==> src/rtl/cpu_types_pkg.sv <==
// Shared types for the five-stage core: register index type, pipeline control
// state encoding and pipeline-latch bit positions.
package cpu_types_pkg;

  typedef logic [4:0] regbits_t;

  typedef enum logic [1:0] {
    RUN   = 2'd0,
    DRAIN = 2'd1,
    HALT  = 2'd2
  } pipe_state_t;

  localparam int unsigned L_IFID  = 0;
  localparam int unsigned L_IDEX  = 1;
  localparam int unsigned L_EXMEM = 2;
  localparam int unsigned L_MEMWB = 3;

  localparam int unsigned NUM_LATCHES = 4;
  localparam int unsigned NUM_FLUSHES = 3;

endpackage

==> src/rtl/pipe_ctrl_if.sv <==
// Bundle of every non-clock signal between the datapath and pipeline_ctrl.
// PIPE_PERF_EN adds the stall/flush performance counters.
interface pipe_ctrl_if;
  import cpu_types_pkg::*;

  logic       RST;
  logic       ihit;
  logic       dhit;
  logic       dREN_out_3;
  logic       dWEN_out_3;
  logic       dREN_out_2;
  regbits_t   wsel_out_2;
  regbits_t   rs_in_2;
  regbits_t   rt_in_2;
  logic       branch_taken_3;
  logic       halt_out_3;

  logic                   pc_en;
  logic [NUM_LATCHES-1:0] latch_en;
  logic [NUM_FLUSHES-1:0] flush;
  logic                   halted;
`ifdef PIPE_PERF_EN
  logic [31:0]            stall_cnt;
  logic [31:0]            flush_cnt;
`endif

  modport pc (
    input  RST, ihit, dhit, dREN_out_3, dWEN_out_3, dREN_out_2,
           wsel_out_2, rs_in_2, rt_in_2, branch_taken_3, halt_out_3,
`ifdef PIPE_PERF_EN
    output stall_cnt, flush_cnt,
`endif
    output pc_en, latch_en, flush, halted
  );

  modport tb (
    output RST, ihit, dhit, dREN_out_3, dWEN_out_3, dREN_out_2,
           wsel_out_2, rs_in_2, rt_in_2, branch_taken_3, halt_out_3,
`ifdef PIPE_PERF_EN
    input  stall_cnt, flush_cnt,
`endif
    input  pc_en, latch_en, flush, halted
  );

endinterface

==> src/rtl/load_use_detect.sv <==
// Load-use hazard: a load in EX writing a register that the instruction in ID reads.
module load_use_detect
  import cpu_types_pkg::*;
(
  input  logic     dren_i,
  input  regbits_t wsel_i,
  input  regbits_t rs_i,
  input  regbits_t rt_i,
  output logic     stall_o
);

  // r0 is hardwired to zero, so a load targeting it never creates a dependency.
  assign stall_o = dren_i && (wsel_i != '0) && ((wsel_i == rs_i) || (wsel_i == rt_i));

endmodule

==> src/rtl/pipeline_ctrl.sv <==
// Stall/flush controller for the five-stage pipeline, including halt drain.
// Optional PIPE_PERF_EN adds saturating stall_cnt / flush_cnt counters.
module pipeline_ctrl
  import cpu_types_pkg::*;
#(
  parameter int unsigned CPUID        = 0,
  parameter int unsigned DRAIN_CYCLES = 2
) (
  input logic     CLK,
  pipe_ctrl_if.pc pcif
);

  localparam logic [2:0] DRAIN_INIT = 3'(DRAIN_CYCLES - 1);

  pipe_state_t            state_q, state_d;
  logic [2:0]             cnt_q, cnt_d;

  logic                   load_use;
  logic                   dmem_wait;
  logic                   branch_fire;
  logic                   pc_en_c;
  logic [NUM_LATCHES-1:0] latch_c;
  logic [NUM_FLUSHES-1:0] flush_c;

  load_use_detect u_lud (
    .dren_i  (pcif.dREN_out_2),
    .wsel_i  (pcif.wsel_out_2),
    .rs_i    (pcif.rs_in_2),
    .rt_i    (pcif.rt_in_2),
    .stall_o (load_use)
  );

  assign dmem_wait = (pcif.dREN_out_3 || pcif.dWEN_out_3) && !pcif.dhit;

  always_comb begin
    state_d     = state_q;
    cnt_d       = cnt_q;
    pc_en_c     = 1'b0;
    latch_c     = '0;
    flush_c     = '0;
    branch_fire = 1'b0;

    unique case (state_q)
      RUN: begin
        if (dmem_wait) begin
          pc_en_c = 1'b0;
        end else if (pcif.branch_taken_3) begin
          pc_en_c     = 1'b1;
          latch_c     = '1;
          flush_c     = '1;
          branch_fire = 1'b1;
        end else if (pcif.halt_out_3) begin
          latch_c = '1;
          flush_c = '1;
          state_d = DRAIN;
          cnt_d   = DRAIN_INIT;
        end else if (load_use) begin
          latch_c          = '1;
          latch_c[L_IFID]  = 1'b0;
          flush_c[L_IDEX]  = 1'b1;
        end else if (!pcif.ihit) begin
          latch_c         = '1;
          flush_c[L_IFID] = 1'b1;
        end else begin
          pc_en_c = 1'b1;
          latch_c = '1;
        end
      end
      DRAIN: begin
        latch_c = '1;
        flush_c = '1;
        if (cnt_q == '0) begin
          state_d = HALT;
        end else begin
          cnt_d = cnt_q - 3'd1;
        end
      end
      HALT: begin
        pc_en_c = 1'b0;
      end
      default: begin
        state_d = RUN;
        cnt_d   = '0;
      end
    endcase

    if (pcif.RST) begin
      pc_en_c     = 1'b0;
      latch_c     = '0;
      flush_c     = '0;
      branch_fire = 1'b0;
    end
  end

  always_ff @(posedge CLK) begin
    if (pcif.RST) begin
      state_q <= RUN;
      cnt_q   <= '0;
    end else begin
      state_q <= state_d;
      cnt_q   <= cnt_d;
    end
  end

  assign pcif.pc_en    = pc_en_c;
  assign pcif.latch_en = latch_c;
  assign pcif.flush    = flush_c;
  assign pcif.halted   = (state_q == HALT);

`ifdef PIPE_PERF_EN
  logic [31:0] stall_cnt_q;
  logic [31:0] flush_cnt_q;
  logic        run_stall;

  assign run_stall = (state_q == RUN) && !pc_en_c;

  always_ff @(posedge CLK) begin
    if (pcif.RST) begin
      stall_cnt_q <= '0;
      flush_cnt_q <= '0;
    end else begin
      if (run_stall && (stall_cnt_q != '1)) begin
        stall_cnt_q <= stall_cnt_q + 32'd1;
      end
      if (branch_fire && (flush_cnt_q != '1)) begin
        flush_cnt_q <= flush_cnt_q + 32'd1;
      end
    end
  end

  assign pcif.stall_cnt = stall_cnt_q;
  assign pcif.flush_cnt = flush_cnt_q;
`endif

endmodule
==> src/flat_wrapper.sv <==
// flat-port wrapper written by rule: the top's interface ports become plain ports
module pipeline_ctrl_flat import cpu_types_pkg::*;
#(
  parameter int unsigned CPUID        = 0,
  parameter int unsigned DRAIN_CYCLES = 2
)
  (CLK, pcif_RST, pcif_ihit, pcif_dhit, pcif_dREN_out_3, pcif_dWEN_out_3, pcif_dREN_out_2, pcif_wsel_out_2, pcif_rs_in_2, pcif_rt_in_2, pcif_branch_taken_3, pcif_halt_out_3, pcif_pc_en, pcif_latch_en, pcif_flush, pcif_halted);
  pipe_ctrl_if pcif_i ();
  input logic CLK;
  input wire logic [$bits(pcif_i.RST)-1:0] pcif_RST;
  input wire logic [$bits(pcif_i.ihit)-1:0] pcif_ihit;
  input wire logic [$bits(pcif_i.dhit)-1:0] pcif_dhit;
  input wire logic [$bits(pcif_i.dREN_out_3)-1:0] pcif_dREN_out_3;
  input wire logic [$bits(pcif_i.dWEN_out_3)-1:0] pcif_dWEN_out_3;
  input wire logic [$bits(pcif_i.dREN_out_2)-1:0] pcif_dREN_out_2;
  input wire logic [$bits(pcif_i.wsel_out_2)-1:0] pcif_wsel_out_2;
  input wire logic [$bits(pcif_i.rs_in_2)-1:0] pcif_rs_in_2;
  input wire logic [$bits(pcif_i.rt_in_2)-1:0] pcif_rt_in_2;
  input wire logic [$bits(pcif_i.branch_taken_3)-1:0] pcif_branch_taken_3;
  input wire logic [$bits(pcif_i.halt_out_3)-1:0] pcif_halt_out_3;
  output wire logic [$bits(pcif_i.pc_en)-1:0] pcif_pc_en;
  output wire logic [$bits(pcif_i.latch_en)-1:0] pcif_latch_en;
  output wire logic [$bits(pcif_i.flush)-1:0] pcif_flush;
  output wire logic [$bits(pcif_i.halted)-1:0] pcif_halted;
  assign pcif_i.RST = pcif_RST;
  assign pcif_i.ihit = pcif_ihit;
  assign pcif_i.dhit = pcif_dhit;
  assign pcif_i.dREN_out_3 = pcif_dREN_out_3;
  assign pcif_i.dWEN_out_3 = pcif_dWEN_out_3;
  assign pcif_i.dREN_out_2 = pcif_dREN_out_2;
  assign pcif_i.wsel_out_2 = pcif_wsel_out_2;
  assign pcif_i.rs_in_2 = pcif_rs_in_2;
  assign pcif_i.rt_in_2 = pcif_rt_in_2;
  assign pcif_i.branch_taken_3 = pcif_branch_taken_3;
  assign pcif_i.halt_out_3 = pcif_halt_out_3;
  assign pcif_pc_en = pcif_i.pc_en;
  assign pcif_latch_en = pcif_i.latch_en;
  assign pcif_flush = pcif_i.flush;
  assign pcif_halted = pcif_i.halted;
  pipeline_ctrl #(.CPUID(CPUID), .DRAIN_CYCLES(DRAIN_CYCLES)) u_core (.CLK(CLK), .pcif(pcif_i));
endmodule
==> config.mk <==
export PLATFORM = sky130hd
export DESIGN_NAME = pipeline_ctrl_flat
export DESIGN_NICKNAME = d
export VERILOG_FILES = /design/src/rtl/cpu_types_pkg.sv /design/src/rtl/pipe_ctrl_if.sv /design/src/rtl/load_use_detect.sv /design/src/rtl/pipeline_ctrl.sv /design/src/flat_wrapper.sv
export SDC_FILE = /design/constraint.sdc
export NUM_CORES = 1
export LEC_CHECK = 0
export CORE_MARGIN = 3
export CORE_UTILIZATION = 39
export DETAILED_ROUTE_END_ITERATION = 6
export GPL_ROUTABILITY_DRIVEN = 0
export PLACE_DENSITY = 0.79
export SYNTH_ARGS = -nofsm -noshare
export SYNTH_HDL_FRONTEND = slang
export SYNTH_HIERARCHICAL = 1
export SYNTH_SLANG_ARGS = --single-unit
export TNS_END_PERCENT = 50
==> constraint.sdc <==
create_clock -name CLK -period 4.5 [get_ports CLK]
set_clock_uncertainty 0.15 [all_clocks]
set_input_delay 0.9 -clock CLK [delete_from_list [all_inputs] [get_ports CLK]]
set_output_delay 0.9 -clock CLK [all_outputs]
set_load 0.02 [all_outputs]
==> results of run 1 <==
-- worst reg2reg max path: cells and delay by family (launching register included) --
kind             cells  cell delay (ns)
AND/OR/NAND/NOR      2             0.69
flip-flops           1             0.60
multiplexers         1             0.12
-- state kept, by name, indices dropped and copies added, names as in the netlist --
name and cells:
u_core/cnt_q 3, u_core/state_q 2
-- per-stage QoR --
stage	utilization [%]	total power [uW]	worst slack, ns	instance area (um2)	instances
3_3_place_gp	65.85	129.3	0.3637	878.3	114
2_1_floorplan	-	90.69	1.081	565.5	70
6_report	67.82	182.3	0.3394	904.6	118
4_1_cts	67.82	184.3	0.3479	904.6	118
5_1_grt	67.82	193.6	0.1698	904.6	118
3_5_place_dp	65.85	130.4	0.3484	878.3	114
-- power by group --
group          switching [uW]  total, uW  internal [uW]
clock network            18.7       52.2           33.5
logic                    34.7       80.6           45.8
registers                3.17       49.5           46.3
-- cells by family after synthesis --
family,Yosys count,share of synthesized area [%]
fa+ha+maj,2,4.424
buf+inv,8,7.964
mux,3,5.310
compound gates,12,15.05
flops,5,17.70
xor+xnor,10,15.49
simple gates,30,34.07
-- area by class of cell --
| cell class | count | area, um2 | area share [%] |
|---|---|---|---|
| Multi-Input combinational cell | 57 | 420.4 | 46.47 |
| Clock buffer | 4 | 26.28 | 2.905 |
| Sequential cell | 5 | 100.1 | 11.07 |
| Timing Repair Buffer | 32 | 320.3 | 35.41 |
| Inverter | 5 | 18.77 | 2.075 |
| Tap cell | 15 | 18.77 | 2.075 |
-- layer usage --
metal	GRT usage, %	wire length (um)	vias to the layer above
li1	-	-	310
met1	19.90	651	267
met2	27.91	742	19
met3	4.878	94	2
met4	5.422	15	0
met5	0	0	-
-- worst min path at each step --
stage          depth (start not counted)  slack [ns]                           end                    startpoint
6_report                               2        0.32  u_core/cnt_q[1]$_SDFFE_PP0P_  u_core/cnt_q[1]$_SDFFE_PP0P_
5_1_grt                                2        0.36  u_core/cnt_q[1]$_SDFFE_PP0P_  u_core/cnt_q[1]$_SDFFE_PP0P_
4_1_cts                                2        0.33  u_core/cnt_q[1]$_SDFFE_PP0P_  u_core/cnt_q[1]$_SDFFE_PP0P_
3_5_place_dp                           2        0.32  u_core/cnt_q[1]$_SDFFE_PP0P_  u_core/cnt_q[1]$_SDFFE_PP0P_
3_3_place_gp                           2        0.32  u_core/cnt_q[1]$_SDFFE_PP0P_  u_core/cnt_q[1]$_SDFFE_PP0P_
2_1_floorplan                          2        0.30  u_core/cnt_q[1]$_SDFFE_PP0P_  u_core/cnt_q[1]$_SDFFE_PP0P_
-- cell usage in the layout, fill, tap and decap left out, types with 2 or more instances in the layout --
cell type / n
xor2_1: 6
clkbuf_4: 3
o21ai_0: 2
nor3_1: 4
or3b_1: 2
nor2_1: 6
xnor2_1: 4
nand3_1: 2
nand2b_1: 5
dfxtp_1: 5
inv_1: 5
nor2b_2: 2
mux2i_1: 3
a21oi_1: 2
clkdlybuf4s50_1: 32
nand2_1: 3
ha_1: 2
==> metrics.txt, run 1 <==
outcome=finished clean; sum of negative setup slack=0 ns; Starting DRT DRC Count=7; Tot GR Track Use=16.51%; Max Cap Viol=0; WS Path Type=input pin to output port; vias=598; Starting Density=42.40%; die height=44.08 um; Synth Warn #=6; initial antenna violation count=0; Worst setup SP type=input pin; cells along the critical path=clkdlybuf4s50_1, or4_1, o21ai_1, a21oi_1, nor2_1, nand2_1, o31ai_1, clkdlybuf4s50_1; I/O pins=33; Syn Inst Count=70; asr flop ratio synth=0%; Critical R2R Capture=u_core/cnt_q[1]$_SDFFE_PP0P_; Post-synth EDFFs=0; number of global-route vias before repair=563; synth cell count leaders=6 x nor2_1, 6 x xor2_1, 5 x dfxtp_1, 5 x inv_1, 5 x nand2b_1; Crit path max-delay family=buffers and inverters; Area Overhead vs Synth=59.96%; I/O Buffers=32; Worst-path clk slew=0.04 ns; post-CTS sizing=0; Final Hold Fails=0; CTS Buf Count=3; antenna cells=0; largest area contributor in the netlist=dfxtp_1; r2r setup slk=2.86 ns; setup bufs post-CTS=0; Worst path slowest cell=clkdlybuf4s50_1; layout cell share with drive strength beyond 1=8.738%; Worst Path Buf+Inv=2; static leakage=0.0003598 uW; hold slack=0.3210 ns; # H-tree levels=1; most common flop cell mapped by yosys=dfxtp_1; VDD IR max=0.0001880 V; ranking of synthesized cells by area=dfxtp_1 18%, xor2_1 9.3%, xnor2_1 6.2%, nand2b_1 5.5%, mux2i_1 5.3%; CTS Buffer Depth=2; Clock Latency Late Sink=0.24 ns; TritonCTS Sinks=5; Worst Path Required=3.45 ns; Layout Nets=130; Cell Pwr Density=201.5 nW/um2; setup repair after global routing missed its margin=no; post-route minimum period=4.161 ns; first-pass GRT wire length=2.408 mm; Largest stage delay, worst path=0.64 ns; CP arrival=3.11 ns; GRT overflow=0; Yosys reg bits=5; post-synth top area share=17.70%; sequential-to-total area share from yosys stat=17.70%; FF-to-FF Start=u_core/state_q[0]$_SDFFE_PP0P_; worst-margin pin slew=0.4676 ns; CORE AREA=1334 um2; Cell Area, Synth=565.5 um2; cell count along the critical path=8; cts hold-fix bufs=0; Final Setup Violations=0; Hold Crit Class=flip-flop to flip-flop; via/cell ratio=5.068; fmax=240.4 MHz; Antenna Nets Post-Route=0; Worst Setup End Kind=output port; DRT Wirelength=1.504 mm; die area=1943 um2; syn nets=96; Rel. slew slack=68.78%; Mean Syn Cell Area=8.079 um2; final period utilization=92.46%; fill count=118; Synth cell types=31; Worst Reg-to-Reg Cells=3; CTS tree=yes; # DRC=0; cell mode on critical path=clkdlybuf4s50_1; largest net degree at the start of global routing=12; CTS Root Cell=clkbuf_4; routed len/inst=12.75 um; post-DP HPWL=1.242 mm; critical path peak fanout=3; Site Rows=13; TritonRoute pass-1 iters=4; width of the die=44.08 um; final slew viol count=0; Worst Setup SP=pcif_wsel_out_2[1]; Setup crit end=pcif_flush[0]
Power figures use the tool's default switching activity.
==> inputs of run 2 (changes only) <==
- SLEW_MARGIN: not set -> 5
==> results of run 2 <==
No change in the layout: final DEF, timing and power equal those of run 1.
